<file path="config.mk">
export PLATFORM = sky130hd
export DESIGN_NAME = sha_cmd_responder
export DESIGN_NICKNAME = d
export VERILOG_FILES = /design/src/rtl/sha_bus_pkg.sv /design/src/rtl/sha_resp_lat_cnt.sv /design/src/rtl/sha_cmd_responder.sv
export SDC_FILE = /design/constraint.sdc
export NUM_CORES = 1
export LEC_CHECK = 0
export ABC_AREA = 1
export CORE_UTILIZATION = 47
export CTS_CLUSTER_SIZE = 24
export DETAILED_ROUTE_END_ITERATION = 10
export PLACE_DENSITY = 0.74
export SLEW_MARGIN = 20
export SYNTH_ARGS = -nofsm -noshare
export SYNTH_HDL_FRONTEND = slang
export SYNTH_SLANG_ARGS = --single-unit
</file>
<file path="constraint.sdc">
create_clock -name clk -period 1.31 [get_ports clk]
set_input_delay 0.3275 -clock clk [delete_from_list [all_inputs] [get_ports clk]]
set_output_delay 0.3275 -clock clk [all_outputs]
set_load 0.01 [all_outputs]
</file>
<file path="src/rtl/sha_bus_pkg.sv">
`default_nettype none
// ============================================================================
// Module   : sha_bus_pkg
// Purpose  : Types and constants shared by both ends of the SHA command/ACK
//            bus (initiator FSM and responder). It holds the opcode bytes,
//            the ack line indices, the responder state encoding and an
//            opcode decoder.
// Ports    : none (package)
// Revision : 1.0  initial release
// ============================================================================
package sha_bus_pkg;

  // Command bytes driven by the initiator
  localparam logic [7:0] OP_RDKEY = 8'hA1;
  localparam logic [7:0] OP_RDTXT = 8'hB2;
  localparam logic [7:0] OP_HASH  = 8'hC3;
  localparam logic [7:0] OP_WRITE = 8'hD4;

  // Bit positions on the 3-bit ack bus
  localparam int ACK_RD   = 0;
  localparam int ACK_TXT  = 1;
  localparam int ACK_HASH = 2;

  typedef enum logic [1:0] {
    ST_IDLE    = 2'd0,
    ST_CAPTURE = 2'd1,
    ST_EXEC    = 2'd2,
    ST_ACK     = 2'd3
  } resp_state_t;

  // Which programmable latency an opcode uses
  typedef enum logic [1:0] {
    LAT_NONE = 2'd0,
    LAT_RD   = 2'd1,
    LAT_HASH = 2'd2,
    LAT_WR   = 2'd3
  } lat_sel_t;

  typedef struct packed {
    logic       ok;       // opcode is known
    logic [1:0] ack_idx;  // ack line to pulse on completion
    lat_sel_t   lat;      // latency class
  } op_dec_t;

  function automatic op_dec_t decode_op(input logic [7:0] op);
    op_dec_t d;
    d = '{ok: 1'b0, ack_idx: 2'd0, lat: LAT_NONE};
    case (op)
      OP_RDKEY: d = '{ok: 1'b1, ack_idx: 2'(ACK_RD),   lat: LAT_RD};
      OP_RDTXT: d = '{ok: 1'b1, ack_idx: 2'(ACK_TXT),  lat: LAT_RD};
      OP_HASH:  d = '{ok: 1'b1, ack_idx: 2'(ACK_HASH), lat: LAT_HASH};
      OP_WRITE: d = '{ok: 1'b1, ack_idx: 2'(ACK_RD),   lat: LAT_WR};
      default:  d = '{ok: 1'b0, ack_idx: 2'd0,         lat: LAT_NONE};
    endcase
    return d;
  endfunction

endpackage
`default_nettype wire

</file>
<file path="src/rtl/sha_resp_lat_cnt.sv">
`default_nettype none
// ============================================================================
// Module   : sha_resp_lat_cnt
// Purpose  : Loadable down-counter that models the operation latency of the
//            responder. Load has priority over decrement. The counter holds
//            at zero.
// Ports    : clk, rst      - clock, asynchronous active-high reset
//            load,load_val - load a new count
//            dec           - decrement by one this cycle
//            zero          - count is zero
//            last          - count is one (the next decrement reaches zero)
// Revision : 1.0  initial release
// ============================================================================
module sha_resp_lat_cnt #(
  parameter int CNTW = 8
) (
  input  logic            clk,
  input  logic            rst,
  input  logic            load,
  input  logic [CNTW-1:0] load_val,
  input  logic            dec,
  output logic            zero,
  output logic            last
);

  logic [CNTW-1:0] r_count;

  always_ff @(posedge clk or posedge rst) begin
    if (rst) begin
      r_count <= '0;
    end else if (load) begin
      r_count <= load_val;
    end else if (dec && (r_count != '0)) begin
      r_count <= r_count - 1'b1;
    end
  end

  assign zero = (r_count == '0);
  assign last = (r_count == CNTW'(1));

endmodule
`default_nettype wire

</file>
<file path="src/rtl/sha_cmd_responder.sv">
`default_nettype none
// ============================================================================
// Module   : sha_cmd_responder
// Purpose  : Responder end of the SHA command/ACK bus. It samples a command
//            byte, decodes it, waits a programmable latency and then pulses
//            the matching ack line for one cycle. It also reports busy, bad
//            opcodes and a saturating count of dropped commands.
// Ports    : clk, rst   - clock, asynchronous active-high reset
//            bus_valid  - command present on the bus
//            bus_data   - command byte (DATA_LAG cycles after bus_valid)
//            ack_out    - [0] key read/write, [1] text read, [2] hash done
//            busy       - responder is not idle
//            err_op     - one-cycle pulse on an unknown opcode
//            drop_cnt   - saturating count of dropped commands
// Config   : define SHA_RESP_PENDING_EN to add a one-entry pending slot for
//            the first command that arrives while busy
// Revision : 1.0  initial release
// ============================================================================
module sha_cmd_responder #(
  parameter int RD_LAT   = 4,
  parameter int HASH_LAT = 16,
  parameter int WR_LAT   = 4,
  parameter int CNTW     = 8,
  parameter int DATA_LAG = 1
) (
  input  logic       clk,
  input  logic       rst,
  input  logic       bus_valid,
  input  logic [7:0] bus_data,
  output logic [2:0] ack_out,
  output logic       busy,
  output logic       err_op,
  output logic [7:0] drop_cnt
);
  import sha_bus_pkg::*;

  // The counter is loaded with LAT-1. A load of zero (LAT=1) goes straight
  // to ACK. The registered ack then appears exactly LAT edges after decode.
  localparam logic [CNTW-1:0] c_rd_ld   = CNTW'(RD_LAT - 1);
  localparam logic [CNTW-1:0] c_hash_ld = CNTW'(HASH_LAT - 1);
  localparam logic [CNTW-1:0] c_wr_ld   = CNTW'(WR_LAT - 1);

  function automatic logic [CNTW-1:0] lat_load(input lat_sel_t sel);
    case (sel)
      LAT_RD:   return c_rd_ld;
      LAT_HASH: return c_hash_ld;
      LAT_WR:   return c_wr_ld;
      default:  return '0;
    endcase
  endfunction

  resp_state_t     r_state;
  resp_state_t     w_state_nxt;
  logic [1:0]      r_tgt;
  logic [1:0]      w_tgt_nxt;
  logic            w_cnt_load;
  logic [CNTW-1:0] w_cnt_val;
  logic            w_cnt_dec;
  logic            w_cnt_zero;
  logic            w_cnt_last;
  logic            w_launch;
  logic            w_do_dec;
  logic [7:0]      w_dec_byte;
  op_dec_t         w_dec;
  logic [2:0]      w_ack_nxt;
  logic            w_err_nxt;
  logic            w_drop;

`ifdef SHA_RESP_PENDING_EN
  logic       r_pend_vld;   // slot holds a captured opcode
  logic       r_pend_wait;  // bus_valid seen, byte arrives this cycle
  logic [7:0] r_pend_op;
  logic       r_err_defer;  // bad queued opcode, reported after the ack
  logic       w_pend_vld_nxt;
  logic       w_pend_wait_nxt;
  logic [7:0] w_pend_op_nxt;
  logic       w_err_defer_nxt;
  logic       w_slot_full;
`endif

  sha_resp_lat_cnt #(
    .CNTW (CNTW)
  ) u_lat_cnt (
    .clk      (clk),
    .rst      (rst),
    .load     (w_cnt_load),
    .load_val (w_cnt_val),
    .dec      (w_cnt_dec),
    .zero     (w_cnt_zero),
    .last     (w_cnt_last)
  );

  always_comb begin
    w_state_nxt = r_state;
    w_tgt_nxt   = r_tgt;
    w_cnt_load  = 1'b0;
    w_cnt_val   = '0;
    w_cnt_dec   = 1'b0;
    w_launch    = 1'b0;
    w_do_dec    = 1'b0;
    w_dec_byte  = bus_data;
    w_ack_nxt   = 3'b000;
    w_err_nxt   = 1'b0;
    w_drop      = 1'b0;
`ifdef SHA_RESP_PENDING_EN
    w_pend_vld_nxt  = r_pend_vld;
    w_pend_wait_nxt = 1'b0;
    w_pend_op_nxt   = r_pend_op;
    w_err_defer_nxt = 1'b0;
    w_err_nxt       = r_err_defer;
    w_slot_full     = r_pend_vld | r_pend_wait;
`endif

    case (r_state)
      ST_IDLE:    w_launch = 1'b1;
      ST_CAPTURE: w_do_dec = 1'b1;
      ST_EXEC: begin
        w_cnt_dec = 1'b1;
        // zero only guards against a counter that was never loaded
        if (w_cnt_last || w_cnt_zero) begin
          w_state_nxt = ST_ACK;
        end
      end
      ST_ACK: begin
        w_ack_nxt   = 3'b001 << r_tgt;
        w_state_nxt = ST_IDLE;
`ifdef SHA_RESP_PENDING_EN
        w_launch    = 1'b1;
`endif
      end
      default: w_state_nxt = ST_IDLE;
    endcase

`ifdef SHA_RESP_PENDING_EN
    // A command that contends with an in-flight or queued one either fills
    // the empty slot or is dropped.
    if (r_pend_wait) begin
      w_pend_vld_nxt = 1'b1;
      w_pend_op_nxt  = bus_data;
    end
    if (bus_valid && ((r_state != ST_IDLE) || w_slot_full)) begin
      if (w_slot_full) begin
        w_drop = 1'b1;
      end else if (DATA_LAG != 0) begin
        w_pend_wait_nxt = 1'b1;
      end else begin
        w_pend_vld_nxt = 1'b1;
        w_pend_op_nxt  = bus_data;
      end
    end
`else
    w_drop = bus_valid && (r_state != ST_IDLE);
`endif

    // Start a new command: the queued opcode takes priority over the bus
    if (w_launch) begin
`ifdef SHA_RESP_PENDING_EN
      if (r_pend_vld) begin
        w_do_dec   = 1'b1;
        w_dec_byte = r_pend_op;
      end else if (r_pend_wait) begin
        w_do_dec   = 1'b1;
      end else
`endif
      if (bus_valid) begin
        if (DATA_LAG != 0) begin
          w_state_nxt = ST_CAPTURE;
        end else begin
          w_do_dec = 1'b1;
        end
      end
`ifdef SHA_RESP_PENDING_EN
      // Everything in the slot (or arriving now) is consumed by the launch
      w_pend_vld_nxt  = 1'b0;
      w_pend_wait_nxt = 1'b0;
`endif
    end

    w_dec = decode_op(w_dec_byte);
    if (w_do_dec) begin
      if (w_dec.ok) begin
        w_tgt_nxt   = w_dec.ack_idx;
        w_cnt_load  = 1'b1;
        w_cnt_val   = lat_load(w_dec.lat);
        w_state_nxt = (w_cnt_val == '0) ? ST_ACK : ST_EXEC;
      end else begin
        w_state_nxt = ST_IDLE;
`ifdef SHA_RESP_PENDING_EN
        // err_op must not share a cycle with the ack being emitted now
        if (r_state == ST_ACK) begin
          w_err_defer_nxt = 1'b1;
        end else begin
          w_err_nxt = 1'b1;
        end
`else
        w_err_nxt = 1'b1;
`endif
      end
    end
  end

  always_ff @(posedge clk or posedge rst) begin
    if (rst) begin
      r_state  <= ST_IDLE;
      r_tgt    <= 2'd0;
      ack_out  <= 3'b000;
      err_op   <= 1'b0;
      busy     <= 1'b0;
      drop_cnt <= 8'h00;
    end else begin
      r_state  <= w_state_nxt;
      r_tgt    <= w_tgt_nxt;
      ack_out  <= w_ack_nxt;
      err_op   <= w_err_nxt;
      busy     <= (w_state_nxt != ST_IDLE);
      if (w_drop && (drop_cnt != 8'hFF)) begin
        drop_cnt <= drop_cnt + 8'd1;
      end
    end
  end

`ifdef SHA_RESP_PENDING_EN
  always_ff @(posedge clk or posedge rst) begin
    if (rst) begin
      r_pend_vld  <= 1'b0;
      r_pend_wait <= 1'b0;
      r_pend_op   <= 8'h00;
      r_err_defer <= 1'b0;
    end else begin
      r_pend_vld  <= w_pend_vld_nxt;
      r_pend_wait <= w_pend_wait_nxt;
      r_pend_op   <= w_pend_op_nxt;
      r_err_defer <= w_err_defer_nxt;
    end
  end
`endif

endmodule
`default_nettype wire

</file>
==> impl_summary.txt <==
----------------------------------------------------
[Timing]
  # setup viols final ... 16
  Achievable clock frequency ... 0.640 GHz
  Clock tree skew after final layout ... 0.0159 ns
  Headroom to the max-slew limit ... 0.742
  Final-layout setup total negative slack ... -1.76 ns
  Final-report max-slew violation count ... 0
  Unrepaired setup endpoints after global routing ... true
  Transition time of the tightest slew-check pin ... 0.386 ns
  Time the final worst path needs with I/O delays and setup ... 1.56 ns
  Worst Slack Setup Final ... -0.254 ns
  Final hold viol count ... 0
  Final hold slack ... 0.311 ns
  Portion of the clock cycle consumed by the worst path in the final layout ... 1.19

[Outcome]
  Failing checks ... design-rule violations, negative setup slack
  Result of the run ... complete, but fails checks

[Worst setup path]
  Max stage delay on crit path ... 0.41 ns
  Logic depth of the worst register-to-register path ... 9
  End of the critical path ... drop_cnt[4]
  Most used cell along the critical path ... sky130_fd_sc_hd__inv_4
  Start point of the critical path ... drop_cnt[0]
  Worst EP arrival ... 1.80 ns
  Path type of the worst setup path ... reg2reg
  Worst-case register-to-register setup slack ... -0.25 ns
  Worst reg2reg path startpoint ... drop_cnt[0]
  Standard cell with the maximum stage delay on the critical path ... sky130_fd_sc_hd__dfrtp_1
  Series of cell instances along the critical path ... buf_6, ha_4, inv_4, nor4_4, nand2_2, nand2_4, inv_4, nand2_1, o21ai_1
  Required @ worst endpoint ... 1.55 ns
  Destination of the worst register-to-register timing path ... drop_cnt[4]
  Endpoint kind of the worst setup timing path ... flip-flop
  Highest fanout seen on the critical path ... 5
  Startpoint class of the critical path ... flip-flop

[CTS]
  Number of buffers inserted by hold repair at cts ... 0
  Worst skew pair latency ... 0.33 ns
  Bufs on Longest Clock Path ... 2
  H-tree lvl count ... 1
  Clock root buffer master ... sky130_fd_sc_hd__clkbuf_4
  Worst-path clk slew ... 0.15 ns
  TritonCTS clock tree ... done
  CTS Buf Count ... 3
  Clock sink count ... 25

[Floorplan]
  Starting density of the core ... 0.503
  Vertical extent of the die ... 56.8 um
  I/O pin count ... 24
  Area of the placeable core ... 2810 um^2
  Cell row count ... 19
  Floorplan die area ... 3220 um^2
  Floorplan die width ... 56.8 um

[Routing]
  Total DRC errors in the routed layout ... 4
  Number of vias per cell ... 5.22
  Final Routed Wirelength ... 4270 um
  Avg WL per Cell ... 15.1 um
  Drt first-iter violations ... 64
  Number of optimization iterations in the first detailed-route pass ... 7
  Via count ... 1476
  Number of nets with antenna violations after detailed routing ... 0

[Power and ir drop]
  Net switching power ... 1.04 mW
  Total power per unit cell area ... 1290 nW/um^2
  Share of total power in the clock network ... 0.128
  LEAKAGE ... 1.20 nW
  Combinational fraction of design power ... 0.526
  Flop pwr share ... 0.347
  Internal power ... 1.78 mW
  Total Power Consumption ... 2.82 mW
  Switching part of the total power ... 0.368
  Worst IR Drop VDD ... 0.000848 V

[Global route]
  Number of antenna violations at the first check in global routing ... 0
  Maximum number of pins on one net before global-route repair ... 26
  Wire length of the first global-routing pass ... 6410 um
  Total overflow reported by the global router ... 0
  GRT Overall Usage ... 0.257
  Number of global-route vias before repair ... 1511

[Synthesis]
  Unique cell type count in the Yosys netlist ... 26
  Flip-flop and latch count after synthesis ... 25
  Count of mapped cells out of synthesis ... 182
  Main area contributors after synthesis ... sky130_fd_sc_hd__dfrtp_1, sky130_fd_sc_hd__nand2_1, sky130_fd_sc_hd__inv_1
  Fraction of synthesized cell area taken by the top area cell type ... 0.444
  Total nets after synthesis ... 197
  Netlist area before placement ... 1410 um^2
  Sequential element share of the synthesized area ... 0.444
  Synthesized area per cell ... 7.75 um^2
  Number of warning messages in the yosys log ... 0
  Cell taking the most area after synthesis ... sky130_fd_sc_hd__dfrtp_1

[Placed design]
  I/O Buffers ... 23
  Routability cong. ... 0.840
  Placed wire-length estimate ... 2460 um
  Number of instances in the placed design ... 254
  Post-place instance area ... 1830 um^2
  Pre-CTS setup slack ... -0.485 ns

[Final layout]
  Final Cell Area ... 2190 um^2
  Diode count ... 0
  Number of standard cells in the final layout excluding fillers ... 283
  Layout cell share with drive strength beyond 1 ... 0.452
  Layout Nets ... 268
  Final cell utilization of the core ... 0.781
  Most used cells in the layout excluding fill and tap cells ... sky130_fd_sc_hd__nand2_1, sky130_fd_sc_hd__buf_4, sky130_fd_sc_hd__dfrtp_1, sky130_fd_sc_hd__inv_1, sky130_fd_sc_hd__nand2_2
  Syn-to-layout area delta ... 55.5%
  Most frequent standard cell in the layout excluding fill and tap cells ... sky130_fd_sc_hd__nand2_1

[Min path]
  Type of the worst min-delay path ... in2async

[Flow run]
  Number of maximum-capacitance violations ... 0

----------------------------------------------------
[cells in the mapped netlist]
cell type / number
sky130_fd_sc_hd__nand2_1: 55
sky130_fd_sc_hd__dfrtp_1: 25
sky130_fd_sc_hd__inv_1: 25
sky130_fd_sc_hd__nor2_1: 20
sky130_fd_sc_hd__nand3_1: 9
sky130_fd_sc_hd__nor3_1: 5
sky130_fd_sc_hd__o21ai_1: 5
sky130_fd_sc_hd__xnor2_1: 5
sky130_fd_sc_hd__ha_1: 4
sky130_fd_sc_hd__inv_2: 4
sky130_fd_sc_hd__xor2_1: 4
sky130_fd_sc_hd__nor2_2: 3
sky130_fd_sc_hd__a21oi_1: 2
sky130_fd_sc_hd__nand2_4: 2
sky130_fd_sc_hd__nand4_1: 2
sky130_fd_sc_hd__o21ai_0: 2
sky130_fd_sc_hd__buf_6: 1
sky130_fd_sc_hd__inv_4: 1
sky130_fd_sc_hd__nand2_2: 1
sky130_fd_sc_hd__nand3_2: 1
sky130_fd_sc_hd__nor2_4: 1
sky130_fd_sc_hd__nor4_4: 1
sky130_fd_sc_hd__o211ai_1: 1
sky130_fd_sc_hd__o21ai_2: 1
sky130_fd_sc_hd__o31ai_1: 1
sky130_fd_sc_hd__or2_1: 1
[state kept, by name (all words and copies together), names as in the netlist]
| name | count |
|---|---|
| drop_cnt | 8 |
| u_lat_cnt.r_count | 8 |
| ack_out | 3 |
| r_state | 2 |
| r_tgt | 2 |
| busy | 1 |
| err_op | 1 |
[worst min path at each step]
stage	from	end	slack, ns	depth (start not counted)
3_5_place_dp	r_tgt[1]	ack_out[0]	0.46	1
2_1_floorplan	rst	ack_out[0]	0.35	1
3_3_place_gp	r_tgt[1]	ack_out[0]	0.46	1
6_report	rst	err_op	0.31	3
4_1_cts	rst	err_op	0.32	3
5_1_grt	rst	ack_out[0]	0.33	3
[cell type report]
type / instances / area (um^2)
inverter: 30 / 125
clock inverter: 1 / 7.51
multi-input combinational: 128 / 841
timing repair buffer: 65 / 531
tap: 31 / 38.8
clock buffer: 3 / 22.5
sequential: 25 / 627
fill: 202 / 613
[what timing repair did]
action,in CTS,in global routing
setup endpoints to repair,32,31
setup buffers,16,9
gates resized for setup,54,55
endpoints found under the hold margin,0,0
pin swaps,11,24
gates cloned,2,0
[cells by family after synthesis]
family | count (synthesis) | synth area share
AO/OA/AOI/OAI | 12 | 0.0488
XOR/XNOR | 9 | 0.0559
adder cells (fa/ha/maj) | 4 | 0.0355
buffers and inverters | 31 | 0.0896
flip-flops | 25 | 0.444
AND/OR/NAND/NOR | 101 | 0.327
[power groups by stage]
stage	logic, mW	registers [mW]	clock network (mW)
detailed placement	0.928	0.998	0
global route	1.59	0.986	0.396
CTS	1.22	0.957	0.365
global placement	0.876	0.990	0
floorplan	0.417	1.04	0
finish	1.48	0.977	0.359
[critical path: cells and delay by family, from the launching register on]
family,cells,cell delay (ns)
AO/OA/AOI/OAI,1,0.07
adder cells (fa/ha/maj),1,0.14
buffers and inverters,3,0.22
flip-flops,1,0.41
AND/OR/NAND/NOR,4,0.61
[metal layers]
metal	track usage	routed length, um	share of wire
met1	0.275	1660	0.39
met2	0.509	2340	0.55
met3	0.0553	185	0.043
met4	0.0557	83	0.019
met5	0	0	0
No activity file was read; power rests on OpenSTA's default activity.
